### config.mk
export PLATFORM = sky130hd
export DESIGN_NAME = uart_rx_osv
export DESIGN_NICKNAME = d
export VERILOG_FILES = /design/src/rtl/uart_rx_osv.sv
export SDC_FILE = /design/constraint.sdc
export NUM_CORES = 1
export LEC_CHECK = 0
export ABC_CLOCK_PERIOD_IN_PS = 1600
export BUFFER_PORTS_ARGS = -buffer_cell sky130_fd_sc_hd__buf_4
export CAP_MARGIN = 25
export CORE_ASPECT_RATIO = 1.25
export CORE_MARGIN = 2
export CORE_UTILIZATION = 55
export DETAILED_ROUTE_END_ITERATION = 7
export PLACE_DENSITY = 0.81
export RECOVER_POWER = 100
export SLEW_MARGIN = 5
export SYNTH_ARGS = -nofsm -noshare
export SYNTH_HDL_FRONTEND = slang
export SYNTH_SLANG_ARGS = --single-unit
### constraint.sdc
create_clock -name clk -period 1.6 [get_ports clk]
set_input_delay 0.16 -clock clk [delete_from_list [all_inputs] [get_ports clk]]
set_output_delay 0.16 -clock clk [all_outputs]
set_load 0.03 [all_outputs]
### src/rtl/uart_rx_osv.sv
// -----------------------------------------------------------------------------
// uart_rx_osv
//   Oversampling UART receiver for 8N1 frames, LSB first. The serial line is
//   sampled on a shared oversample strobe (b_tick, OSV_RATE strobes per bit).
//   Each recovered byte is presented on rx_data with a single-cycle rx_done.
//
// Parameters
//   DATA_WIDTH  data bits per frame (<= 8); narrower data is right-aligned
//   OSV_RATE    b_tick strobes per bit period (even, >= 4)
//
// Ports
//   clk        system clock, rising edge
//   rst        synchronous active-low reset
//   b_tick     1-cycle oversample strobe
//   rx         asynchronous serial input, idle high
//   rx_data    last good byte, held until the next accepted frame
//   rx_done    1-cycle pulse, rx_data valid in the same cycle
//   rx_busy    high while a frame is in progress (START/DATA/STOP)
//   frame_err  1-cycle pulse on a bad stop bit (only with UART_RX_FRAME_ERR_EN)
//
// Optional feature
//   UART_RX_FRAME_ERR_EN : when defined, the stop bit is checked and a bad
//   stop bit raises frame_err instead of rx_done. When undefined, the port
//   does not exist and every completed frame is accepted.
// -----------------------------------------------------------------------------
module uart_rx_osv #(
  parameter int DATA_WIDTH = 8,
  parameter int OSV_RATE   = 16
) (
  input  logic       clk,
  input  logic       rst,
  input  logic       b_tick,
  input  logic       rx,
  output logic [7:0] rx_data,
  output logic       rx_done,
  output logic       rx_busy
`ifdef UART_RX_FRAME_ERR_EN
  ,
  output logic       frame_err
`endif
);

  localparam int TICK_W = $clog2(OSV_RATE);
  localparam int ALIGN  = 8 - DATA_WIDTH;

  localparam logic [TICK_W-1:0] TICK_MID  = TICK_W'(OSV_RATE / 2 - 1);
  localparam logic [TICK_W-1:0] TICK_LAST = TICK_W'(OSV_RATE - 1);
  localparam logic [2:0]        BIT_LAST  = 3'(DATA_WIDTH - 1);

  localparam logic [1:0] IDLE  = 2'd0;
  localparam logic [1:0] START = 2'd1;
  localparam logic [1:0] DATA  = 2'd2;
  localparam logic [1:0] STOP  = 2'd3;

  logic              rx_meta;
  logic              rx_s;
  logic [1:0]        state;
  logic [TICK_W-1:0] tickcnt;
  logic [2:0]        bitcnt;
  logic [7:0]        shift;

  // Two-flop synchronizer for the asynchronous rx line. Both flops reset to
  // the idle (high) level so that leaving reset never looks like a start bit.
  always_ff @(posedge clk) begin
    if (!rst) begin
      rx_meta <= 1'b1;
      rx_s    <= 1'b1;
    end else begin
      rx_meta <= rx;
      rx_s    <= rx_meta;
    end
  end

  // Receive FSM with registered outputs.
  // The start bit is confirmed at its midpoint; from there every sample is a
  // full bit period apart, landing at mid-bit for data and stop. The frame
  // finishes at mid stop bit so a following start edge is never missed, even
  // with no idle gap between frames. rx_busy tracks "not IDLE" and therefore
  // falls on the same edge that raises rx_done.
  always_ff @(posedge clk) begin
    if (!rst) begin
      state   <= IDLE;
      tickcnt <= '0;
      bitcnt  <= '0;
      shift   <= '0;
      rx_data <= '0;
      rx_done <= 1'b0;
      rx_busy <= 1'b0;
`ifdef UART_RX_FRAME_ERR_EN
      frame_err <= 1'b0;
`endif
    end else begin
      rx_done <= 1'b0;
`ifdef UART_RX_FRAME_ERR_EN
      frame_err <= 1'b0;
`endif
      case (state)
        IDLE: begin
          if (!rx_s) begin
            state   <= START;
            tickcnt <= '0;
            rx_busy <= 1'b1;
          end
        end

        START: begin
          if (b_tick) begin
            if (tickcnt == TICK_MID) begin
              tickcnt <= '0;
              if (!rx_s) begin
                state <= DATA;
              end else begin
                // Line went back high before mid start bit: a glitch.
                state   <= IDLE;
                rx_busy <= 1'b0;
              end
            end else begin
              tickcnt <= tickcnt + 1'b1;
            end
          end
        end

        DATA: begin
          if (b_tick) begin
            if (tickcnt == TICK_LAST) begin
              tickcnt <= '0;
              shift   <= {rx_s, shift[7:1]};
              if (bitcnt == BIT_LAST) begin
                bitcnt <= '0;
                state  <= STOP;
              end else begin
                bitcnt <= bitcnt + 1'b1;
              end
            end else begin
              tickcnt <= tickcnt + 1'b1;
            end
          end
        end

        STOP: begin
          if (b_tick) begin
            if (tickcnt == TICK_LAST) begin
              tickcnt <= '0;
              state   <= IDLE;
              rx_busy <= 1'b0;
              // Narrow frames end up in the top of shift; move them down.
`ifdef UART_RX_FRAME_ERR_EN
              if (rx_s) begin
                rx_done <= 1'b1;
                rx_data <= shift >> ALIGN;
              end else begin
                frame_err <= 1'b1;
              end
`else
              rx_done <= 1'b1;
              rx_data <= shift >> ALIGN;
`endif
            end else begin
              tickcnt <= tickcnt + 1'b1;
            end
          end
        end

        default: begin
          state   <= IDLE;
          tickcnt <= '0;
          rx_busy <= 1'b0;
        end
      endcase
    end
  end

endmodule

Yosys cells after proc, flatten, opt, wreduce, memory -nomap -nowiden --
Cells that the tools add are included.
Operators by class: $add $sub $neg 2, $mul 0, div/mod/pow operators 0, $lt $le $gt $ge 0, eq/ne operators 16, shifts and indexed selects 0, mux-type cells 25, bitwise operators 0, reduce and logical (&&, ||, !) cells 9
Operators by type and width (number):
- $mux W4 | 5
- $mux W2 | 9
- $ne A2 B2 Y1 const B | 9
- $pmux W4 S3 | 1
- $reduce_and A3 Y1 | 4
- $pmux W2 S4 | 1
- $reduce_and A8 Y1 | 1
- $mux W1 | 7
- $reduce_and A7 Y1 | 1
- $add A4 B1 Y4 const B | 1
- $eq A2 B2 Y1 const B | 2
- $eq A4 B3 Y1 const B | 1
- $eq A4 B4 Y1 const B | 1
- $add A3 B1 Y3 const B | 1
- $eq A3 B3 Y1 const B | 1
- $mux W3 | 1
- $pmux W1 S3 | 1
- $reduce_bool A3 Y1 | 1
- $eq A2 B1 Y1 const B | 1
- $logic_not A2 Y1 | 1
- $ne A2 B1 Y1 const B | 1
- $reduce_or A2 Y1 | 1
Storage, ports and cells: flip-flop bits (word level) 29, bits in latches 0, RAM bits 0, bits in read-only memories 0, input port bits 4, output and inout bits 10, logic and storage cells 61, memories kept 0

Logic depth before layout (Yosys ltp) --
depth after elaboration 5, gate-level depth with buffers 7, mapped depth without buffers 5

Worst setup path before layout --
OpenSTA, ideal clock, no wires.
path type reg2reg, start point reg tickcnt[0], end point reg shift[7], arrival time 1.319 ns, required time 1.472 ns, path slack 0.153 ns, cell stages (with the launch flop) 8, buffers on the path 2, clock period less this slack 1.447 ns, cell sequence dfxtp_1 -> ha_1 -> and3_1 -> and3b_1 -> buf_6 -> buf_12 -> mux2i_1 -> nor2_1
On the way: word-level cells in the longest chain between the ends 2
Ends and longest elaborated chain:
- start, declared | line 58 | logic [TICK_W-1:0] tickcnt;
- start signal, assigned | line 118 | tickcnt <= tickcnt + 1'b1;
- start signal, assigned | line 135 | tickcnt <= tickcnt + 1'b1;
- start signal, assigned | line 159 | tickcnt <= tickcnt + 1'b1;
- $eq A4 B4 Y1 | line 125 | if (tickcnt == TICK_LAST) begin
- $reduce_and A3 Y1 (no line)
- end signal, assigned | line 127 | shift <= {rx_s, shift[7:1]};
- end, declared | line 60 | logic [7:0] shift;
No other way between the ends. A chain may end at the register's enable or synchronous reset.

Worst setup path in the final report --
start point reg tickcnt[0], end point reg shift[4]
The elaborated chain is that of the path after synthesis.

==> results.txt <==
die area: 2504 sq um
Tot GR Track Use: 17.65%
WL per Instance: 11.89 um
pwr dens: 1029 nW/um^2
clock buffer depth: 2
GRT met2 Usage: 29.18%
Pleak: 0.5824 nW
layout cells sized above 1: 15.56%
cells on worst reg2reg path: 6
register area share after synthesis: 49.84%
Critical Path End Type: flop
Die Y: 55.46 um
DRT Pass-1 Iters: 4
final hold vios: 0
diodes inserted: 0
grt total ovfl: 0
Post-CTS Hold Buffers: 0
CTS buffer count: 5
Residual DRC: 0
Worst EP arrival: 1.70 ns
first-pass GRT wire length: 3.236 mm
Yosys cell types: 29
Crit Path Category: reg2reg
row count: 18
Vias: 855
flop-to-flop setup slack: 0.12 ns
area delta synth->final: 15.79%
DIE WIDTH: 45.16 um
fin crit share: 92.75%
total chip power: 1.388 mW
# setup viols final: 0
r2r startpoint: tickcnt[0]
Seq cells post-synth: 29
nets@finish: 141
syn_area_per_cell: 10.13 sq um
skew final: 0.007806 ns
final wirelength: 1.843 mm
most frequent cell after synthesis: dfxtp_1
clock sinks: 29
vias in the first global route: 794
Max-Cap Viols: 0
Setup crit end: shift[4]
largest net degree at the start of global routing: 19
DRT antenna net count: 0
RSZ-0062 raised after global routing: no
post_cts resized: 0
detailed-placement wirelength estimate: 1.341 mm
design area: 1349 sq um
Final Slew Violations: 0
Worst Hold Class: in2reg
status: completed
total setup buffers inserted after CTS: 0
ys flop type: dfxtp_1
Synth Instances: 115
number of synthesized flops with an enable pin: 0
maximum fanout along the worst path: 12
routed vias/inst: 5.516
Placer Congestion: 0.7830
DR iter-0 viols: 6
CTS tree: built
CP Launch Point: tickcnt[0]
Seq. cell area: 583.1 sq um
most frequent cells after synthesis: 29 x dfxtp_1, 27 x nor2_1, 18 x mux2i_1
Core Footprint: 1982 sq um
Peak Freq: 673.8 MHz
Reg clk slew, reported paths: 0.09 ns
clk root buf: clkbuf_4
met1 Resource Use GR: 17.98%
ys async rst share: 0%
type of origin of the critical path: flop
Area after DPL: 1299 sq um
Syn Nets: 122
maximum vdd ir drop: 881.2 uV
min Tclk post-route: 1.484 ns
Crit path required time: 1.82 ns
setup TNS: 0 ns
Mapped Area: 1165 sq um
multi-input logic area: 533.0 sq um
I/O Buffers: 13
r2r endpoint: shift[4]
warnings from Yosys: 0
Yosys top cell by area: dfxtp_1
I/O pin cnt: 14
initial antenna violation count: 0
Filler Cell Count: 171
met3 Usage GRT: 5.882%
Area contributors post-synth: dfxtp_1 50%, mux2i_1 15%, nor2_1 8.7%
GRT Max-Usage Layer: met2
H-tree Lvls: 2
worst-margin pin slew: 0.3710 ns
worst relative slew slack: 75.37%
clock insertion delay at the later pin of the skew report: 0.32 ns
initial core utilization: 58.78%
top-area cell type share of the netlist area: 49.84%
## cells in the final DEF, fill, tap and decap left out, types with 3 or more instances in the layout
| cell | n |
|---|---|
| clkbuf_4 | 6 |
| o21ai_0 | 3 |
| mux2i_1 | 18 |
| o21a_1 | 4 |
| clkbuf_1 | 11 |
| nor2_1 | 27 |
| ha_1 | 3 |
| dfxtp_1 | 27 |
| buf_4 | 4 |
| nand2_1 | 3 |
## registers in the layout (all words and copies together), names as in the netlist, named ones only
signal and count:
rx_data 8, shift 8, tickcnt 4, bitcnt 3, rx_busy 1, rx_done 1, rx_meta 1, rx_s 1
state 1
## logic make-up after synthesis
logic type | count (synthesis) | share of synthesized area [%]
DFF | 29 | 49.84
and+or+nand+nor | 43 | 17.29
buffers and inverters | 7 | 4.404
adders and majority gates | 3 | 3.223
AOI/OAI and AO/OA | 13 | 8.270
xor gates and xnor gates | 2 | 1.504
muxes | 18 | 15.47
## worst min-delay path by stage
stage	startpoint	to	slack (ns)	cells after the start
finish	rx	rx_meta	0.04	2
global route	rx	rx_meta	0.04	2
CTS	rx	rx_meta	0.006	2
detailed placement	rx	rx_meta	0.35	2
global placement	rx	rx_meta	0.34	2
floorplan	rst	rx_meta	0.23	1
## power by group
group,internal (mW),switching (mW)
combinational,0.0165,0.0226
sequential,0.727,0.00504
clock,0.373,0.244
total,1.12,0.272
## cell type report
type	count	share of cell area, %
repair buffers	17	8.534
multi-input cells	79	39.52
clock buffers	7	4.082
well taps	20	1.855
inverters	2	0.5566
flip-flops and latches	29	43.23
clock inverters	1	2.226
## per-layer routing
layer  up-vias  wire length, um
li1        432                -
met1       399              749
met2        18              951
met3         6               89
met4         0               52
met5         -                0
## worst max-delay path, stage by stage (launching register included)
cell and delay [ns]:
dfxtp_2 0.36, ha_1 0.18, and3_1 0.22, and3b_1 0.22, buf_12 0.16, mux2i_1 0.19, nor2_1 0.05
## stage by stage
step / hold slack (ns) / setup slack, ns / util [%] / std cells
floorplan: 0.2330 / 0.1531 / - / 115
global placement: 0.3435 / 0.1583 / 65.53 / 147
detailed placement: 0.3511 / 0.07969 / 65.53 / 147
CTS: 0.005778 / 0.06761 / 69.82 / 155
global route: 0.04242 / 0.02538 / 68.06 / 155
finish: 0.03814 / 0.1160 / 68.06 / 155
Note: power is estimated with default switching activity, not from simulation.
